File: src/rtl/gshare_pht.sv
// gshare pattern history table with a non-speculative global history register.
// Fetch hashes the PC with the history to pick a 2-bit counter and predicts
// from its MSB; the resolve stage reads the counter back at the captured index,
// writes the next state supplied by the external update controller, and shifts
// the actual outcome into the history.
module gshare_pht #(
   parameter int IDX_BITS  = 8,
   parameter int HIST_BITS = 8
) (
   input  logic                 clk,
   input  logic                 reset,
   input  logic [15:0]          pred_pc,
   output logic                 pred_taken,
   output logic [IDX_BITS-1:0]  pred_idx,
   input  logic                 upd_valid,
   input  logic [IDX_BITS-1:0]  upd_idx,
   input  logic                 upd_taken,
   output logic [1:0]           upd_state,
   input  logic [1:0]           upd_next_state,
   output logic [HIST_BITS-1:0] ghr
);

   localparam int ENTRIES = 1 << IDX_BITS;

   logic [1:0]           pht_q [ENTRIES];
   logic [1:0]           pht_d [ENTRIES];
   logic [HIST_BITS-1:0] ghr_q;
   logic [HIST_BITS-1:0] ghr_d;
   logic [HIST_BITS-1:0] ghr_shift;
   logic [IDX_BITS-1:0]  hist_ext;

   // History zero-extended to index width; a shorter history only folds into the low index bits.
   always_comb begin
      hist_ext                  = '0;
      hist_ext[HIST_BITS-1:0]   = ghr_q;
   end

   // Predict and read-back paths are purely combinational from pre-edge state, so a
   // same-cycle update to the predicted entry is not bypassed.
   assign pred_idx   = pred_pc[IDX_BITS:1] ^ hist_ext;
   assign pred_taken = pht_q[pred_idx][1];
   assign upd_state  = pht_q[upd_idx];
   assign ghr        = ghr_q;

   // Newest outcome enters at bit 0; the oldest bit falls off the top.
   generate
      if (HIST_BITS == 1) begin : g_hist_one
         assign ghr_shift = upd_taken;
      end else begin : g_hist_many
         assign ghr_shift = {ghr_q[HIST_BITS-2:0], upd_taken};
      end
   endgenerate

   // PC bit 0 is always zero for word-aligned fetch and the upper bits do not feed the hash.
   generate
      if (IDX_BITS < 15) begin : g_pc_upper
         logic unused_pc_bits;
         assign unused_pc_bits = ^{pred_pc[15:IDX_BITS+1], pred_pc[0]};
      end else begin : g_pc_lsb
         logic unused_pc_bits;
         assign unused_pc_bits = pred_pc[0];
      end
   endgenerate

   // Next-state: write the controller's value verbatim and shift history on a resolved branch.
   always_comb begin
      pht_d = pht_q;
      ghr_d = ghr_q;
      if (upd_valid) begin
         pht_d[upd_idx] = upd_next_state;
         ghr_d          = ghr_shift;
      end
   end

   // State registers; reset wins over any same-cycle update and restores weak not-taken.
   always_ff @(posedge clk) begin
      if (reset) begin
         for (int i = 0; i < ENTRIES; i++) begin
            pht_q[i] <= 2'b01;
         end
         ghr_q <= '0;
      end else begin
         pht_q <= pht_d;
         ghr_q <= ghr_d;
      end
   end

endmodule
File: config.mk
export PLATFORM = sky130hd
export DESIGN_NAME = gshare_pht
export DESIGN_NICKNAME = d
export VERILOG_FILES = /design/src/rtl/gshare_pht.sv
export SDC_FILE = /design/constraint.sdc
export NUM_CORES = 1
export LEC_CHECK = 0
export CORE_MARGIN = 4
export CORE_UTILIZATION = 55
export DETAILED_ROUTE_END_ITERATION = 7
export GPL_TIMING_DRIVEN = 1
export PLACE_DENSITY_LB_ADDON = 0.05
export SLEW_MARGIN = 25
export SYNTH_ARGS = -nofsm -noshare
export SYNTH_HDL_FRONTEND = slang
export SYNTH_SLANG_ARGS = --single-unit
File: constraint.sdc
create_clock -name clk -period 4.98 [get_ports clk]
set_input_delay 0.498 -clock clk [delete_from_list [all_inputs] [get_ports clk]]
set_output_delay 0.498 -clock clk [all_outputs]
set_load 0.1 [all_outputs]
==> results of run 1 <==
## sequential cells by signal (all words and copies together) (netlist names)
signal,count
ghr,8
pht_q,512
## final timing paths
path	startpoint	to	cells past startpoint
worst max-delay path	ghr[3]	pred_taken	11
worst min-delay path	upd_next_state[1]	pht_q[305]	3
worst max register to register	pht_q[106]	pht_q[106]	2
worst min register to register	pht_q[314]	pht_q[314]	1
## logic make-up (layout without fill, tap and decap cells)
kind of cell,after synthesis,after routing,share of synthesized area [%]
simple gates,1142,1142,20.1
xor+xnor,8,8,0.291
compound gates,707,707,15.3
flops,520,520,39.0
mux,299,299,20.2
other cells,0,2,0
buf+inv,324,251,5.09
## cell usage after synthesis, types with 3 or more instances
library cell,n,area (sq um)
xnor2_1,5,43.8
buf_6,9,101
a22oi_1,6,45.0
a211oi_1,3,22.5
a211o_1,114,998
nand2_1,522,1960
a21oi_1,236,1180
nor3_1,14,70.1
buf_2,32,160
nand3b_1,144,1080
nor2b_1,26,163
dfxtp_1,520,10400
and3_1,97,607
buf_1,21,78.8
nand3_1,67,335
mux4_2,191,4300
nand4b_1,3,26.3
o21ai_0,309,1550
a22o_1,3,26.3
a32oi_1,3,26.3
mux2_2,4,45.0
mux2i_1,104,1040
inv_1,5,18.8
nor4_1,15,93.8
o22ai_1,21,131
nor3b_2,3,37.5
buf_4,6,45.0
nand2b_1,6,37.5
nor2_1,239,897
clkbuf_1,249,935
## metrics by stage
step | setup slack [ps] | std cells | total power (W) | hold slack, ps | instance area, sq um
2_1_floorplan | 2.74 | 3000 | 0.00478 | 430 | 26700
3_3_place_gp | 565 | 3443 | 0.00503 | 436 | 27500
3_5_place_dp | 549 | 3444 | 0.00504 | 444 | 27600
4_1_cts | 547 | 3541 | 0.00914 | 325 | 29400
5_1_grt | 342 | 3542 | 0.00936 | 317 | 29400
6_report | 494 | 3544 | 0.00911 | 315 | 29400
## power groups by stage
stage	sequential [W]	combinational [W]	clock (W)
detailed placement	0.00427	0.000771	0
CTS	0.00417	0.000773	0.00419
global route	0.00417	0.000818	0.00437
finish	0.00417	0.000790	0.00415
floorplan	0.00427	0.000507	0
global placement	0.00427	0.000768	0
## tightest hold or removal path, stage by stage
cell,delay [ps]
buf_8,190
nand2_1,100
a21oi_1,50
## area by class of cell
type	instances	area [sq um]
flip-flops and latches	520	10400
repair buffers	148	1390
clock buffers	87	1710
multi-input cells	2156	15000
clock inverters	10	100
well taps	615	769
inverters	6	22.5
fillers	4110	18400
diodes	2	5.00
## metal layers
metal / vias to the layer above / part of all wire [%] / global-route usage [%]
met1: 11800 / 42 / 45.5
li1: 10500 / - / -
met2: 1199 / 45 / 50.0
met5: - / 0 / 0
met4: 0 / 3.4 / 10.8
met3: 190 / 9.5 / 4.80
==> results.json, run 1 <==
{
  "layout_commonest_cell": "dfxtp_1",
  "worstSetupEndpointType": "primary output",
  "place_congestion": 0.876,
  "grt_pass1_vias": 22200,
  "ir_drop_uv": 217,
  "ioPinCount": 49,
  "slew_headroom_pct": 26.2,
  "syn_to_final_growth_pct": 10.3,
  "synthCells": 3000,
  "fmax_ghz": 0.223,
  "critical_path_class": "reg -> out",
  "drive_gt1_share_pct": 14.4,
  "synth.ff_latch_count": 520,
  "final_util_pct": 61.5,
  "power_switching_share_pct": 25.0,
  "firstDrtPassIters": 8,
  "critPathArrivalTime_ps": 3990,
  "async_flop_share_pct": 0,
  "nets": 2918,
  "h-tree-depth": 2,
  "ctsLongestPathBuffers": 3,
  "grt_max_degree": 172,
  "yosysSeqAreaShare_pct": 39.0,
  "clk_pin_slew_ps": 60,
  "fin_setup_tns_ps": 0,
  "skew_ps": 3.31,
  "start_kind": "flip-flop",
  "clockPowerShare_pct": 45.5,
  "layout_common_cells": "dfxtp_1 (520), nand2_1 (516), o21ai_0 (309), nor2_1 (239), a21oi_1 (236)",
  "core.rowCount": 80,
  "route.detailed.drc": 0,
  "synth_fp_nets": 3030,
  "min_period_ps": 4490,
  "track_usage_pct": 31.9,
  "cts_hold_buf": 0,
  "p_sw_w": 0.00228,
  "antenna_found_initial": 1,
  "rrSetupSlack_ps": 4150,
  "worst-slew-pin-transition_ps": 1100,
  "cts_buffers": 56,
  "start_util_pct": 55.7,
  "slowest_stage": "xnor2_1",
  "yosysUniqueCellTypes": 49,
  "power_density_mw_per_mm2": 310,
  "dpl.hpwl_mm": 53.3,
  "clkLatencyLatePin_ps": 600,
  "hold_violations": 0,
  "cts_resized": 0,
  "die_h_um": 228,
  "grt_setup_unrepaired": "no",
  "leakage_nw": 9.84,
  "path_delay_family": "simple AND/OR/NAND/NOR gates",
  "crit_buf_inv": 4,
  "drt_iter0_drc": 2860,
  "die_x_um": 228,
  "worstPathCellList": "xnor2_1 -> inv_1 -> nand3_1 -> buf_4 -> o22ai_1 -> nor4_1 -> nor3_1 -> nor4b_1 -> buf_4 -> nor4_4 -> buf_12",
  "post_drt_wl_per_cell_um": 24.2,
  "yosysWarnings": 0,
  "portBuffers": 40,
  "setup_viol": 0,
  "grt_pass1_wl_mm": 133,
  "clkSinkCount": 520,
  "grt.overflow.total": 0,
  "seqPwrFrac_pct": 45.8,
  "pwr-share-comb_pct": 8.7,
  "vias": 23700,
  "cp_max_fo": 16,
  "syn_area_sq_mm": 0.0267,
  "p_int_w": 0.00683,
  "wl_mm": 85.8,
  "syn_area_per_cell_sq_um": 8.89,
  "dieArea_sq_mm": 0.0521,
  "slowest_delay_ps": 610,
  "postRouteAntennaNets": 0,
  "root_buffer": "clkbuf_16",
  "finalMaxSlewViolations": 0,
  "core_area_sq_mm": 0.0478,
  "post_cts_buffers": 0,
  "cts_tree": "built",
  "fin_crit_sh_pct": 90.1,
  "required_ps": 4480,
  "drt-vias-per-instance": 6.68,
  "cp_common_cell": "buf_4",
  "hp-class": "in -> reg",
  "synth_edf_count": 0,
  "drv_cap": 0,
  "status": "completed",
  "synth_ff_type": "dfxtp_1"
}
No activity file was read; power rests on OpenSTA's default activity.
==> run 2, diff against run 1 <==
--- a/config.mk
+++ b/config.mk
@@ -9,7 +9,7 @@
 export CORE_UTILIZATION = 55
 export DETAILED_ROUTE_END_ITERATION = 7
 export GPL_TIMING_DRIVEN = 1
-export PLACE_DENSITY_LB_ADDON = 0.05
+export PLACE_DENSITY = 0.72
 export SLEW_MARGIN = 25
 export SYNTH_ARGS = -nofsm -noshare
 export SYNTH_HDL_FRONTEND = slang
==> results.json, run 2 (synthesized netlist as in run 1, its figures left out) <==
{
  "start_kind": "flip-flop",
  "top_register": "pht_q",
  "ioPinCount": 49,
  "track_usage_pct": 31.0,
  "grt.overflow.total": 0,
  "layout_commonest_cell": "dfxtp_1",
  "root_buffer": "clkbuf_16",
  "hp-class": "in -> reg",
  "required_ps": 4480,
  "drive_gt1_share_pct": 14.6,
  "place_congestion": 0.913,
  "worst-slew-pin-transition_ps": 1120,
  "dpl.hpwl_mm": 50.4,
  "vias": 23800,
  "ctsLongestPathBuffers": 3,
  "core.rowCount": 80,
  "worstSetupEndpointType": "primary output",
  "clk_pin_slew_ps": 60,
  "clkSinkCount": 520,
  "start_util_pct": 55.7,
  "grt_pass1_wl_mm": 130,
  "drt-vias-per-instance": 6.73,
  "ir_drop_uv": 244,
  "critPathArrivalTime_ps": 4090,
  "dieArea_sq_mm": 0.0521,
  "rrSetupSlack_ps": 4130,
  "finalMaxSlewViolations": 0,
  "syn_to_final_growth_pct": 10.3,
  "antenna_found_initial": 1,
  "critical_path_class": "reg -> out",
  "grt_pass1_vias": 22700,
  "fmax_ghz": 0.218,
  "final_util_pct": 61.4,
  "power_density_mw_per_mm2": 312,
  "slew_headroom_pct": 25.5,
  "leakage_nw": 9.87,
  "setup_viol": 0,
  "multi_input_area_sq_mm": 0.0150,
  "wl_mm": 84.0,
  "fin_crit_sh_pct": 92.1,
  "route.detailed.drc": 0,
  "portBuffers": 40,
  "p_total_w": 0.00916,
  "hold_violations": 0,
  "min_period_ps": 4590,
  "cts_resized": 0,
  "postRouteAntennaNets": 0,
  "largest_reg_flops": 512,
  "grt_max_degree": 168,
  "clkLatencyLatePin_ps": 610,
  "post_cts_buffers": 0,
  "firstDrtPassIters": 6,
  "die_h_um": 228,
  "h-tree-depth": 2,
  "layout_common_cells": "dfxtp_1 (520), nand2_1 (516), o21ai_0 (309), nor2_1 (239), a21oi_1 (236)",
  "seqCellArea_sq_mm": 0.0104,
  "cts_tree": "built",
  "status": "completed",
  "fin_setup_tns_ps": 0,
  "diodes": 0,
  "drt_iter0_drc": 3295,
  "cts_buffers": 54,
  "drv_cap": 0,
  "core_area_sq_mm": 0.0478,
  "cp_max_fo": 26,
  "post_drt_wl_per_cell_um": 23.7,
  "grt_setup_unrepaired": "no",
  "die_x_um": 228,
  "cts_hold_buf": 0,
  "nFillCells": 4011,
  "skew_ps": 2.80,
  "nets": 2914
}
run 2: changes by cell type in the layout (fill, tap and decap cells not counted), sizes merged, moves of 2 or more:
cell           previous run  this run
clkinvlp                  0         2
clkdlybuf4s50            28        26
bufinv                    2         4
clkbuf                   88        79
diode                     2         0
clkinv                    8        13
run 2: stage by stage:
| stage | instances | hold WS, ps | worst slack, ps | cell area (sq um) |
|---|---|---|---|---|
| 2_1_floorplan | 3000 | 430 | 2.74 | 26700 |
| 3_5_place_dp | 3443 | 444 | 553 | 27600 |
| 5_1_grt | 3542 | 474 | 285 | 29400 |
| 3_3_place_gp | 3443 | 438 | 573 | 27600 |
| 6_report | 3542 | 456 | 391 | 29400 |
| 4_1_cts | 3542 | 455 | 484 | 29400 |
run 2: worst paths after layout:
| kind | depth (start not counted) | from | to |
|---|---|---|---|
| max | 10 | ghr[1] | pred_taken |
| min | 3 | upd_next_state[0] | pht_q[120] |
| max reg2reg | 2 | pht_q[364] | pht_q[364] |
| min reg2reg | 1 | pht_q[210] | pht_q[210] |
run 2: worst max-delay path, cell delays in order, from the launching register on:
cell,delay (ps)
dfxtp_1,350
xnor2_2,770
buf_12,340
mux4_2,410
a32oi_1,230
o22ai_1,120
or3_1,380
nor3_1,400
buf_4,210
nor4_4,60
buf_12,170
run 2: where the power goes:
group / switching (W) / leakage, nW / internal (W) / total (W)
registers: 0.00000617 / 4.20 / 0.00417 / 0.00417
clock network: 0.00174 / 0.908 / 0.00245 / 0.00419
logic: 0.000562 / 4.76 / 0.000230 / 0.000792
run 2: area by class of cell:
type | count | share of cell area (%)
Clock buffer | 79 | 5.50
Clock inverter | 20 | 0.711
Inverter | 6 | 0.0766
Multi-Input combinational cell | 2156 | 51.1
Sequential cell | 520 | 35.4
Tap cell | 615 | 2.62
Timing Repair Buffer | 146 | 4.58
run 2: routing by layer:
layer / wire, um / GRT usage [%] / share of wire [%] / vias up
met3: 9480 / 6.97 / 11 / 234
met1: 33200 / 42.5 / 40 / 11700
met4: 3370 / 11.2 / 4.0 / 0
met2: 38000 / 48.5 / 45 / 1385
li1: - / - / - / 10500
met5: 0 / 0 / 0 / -
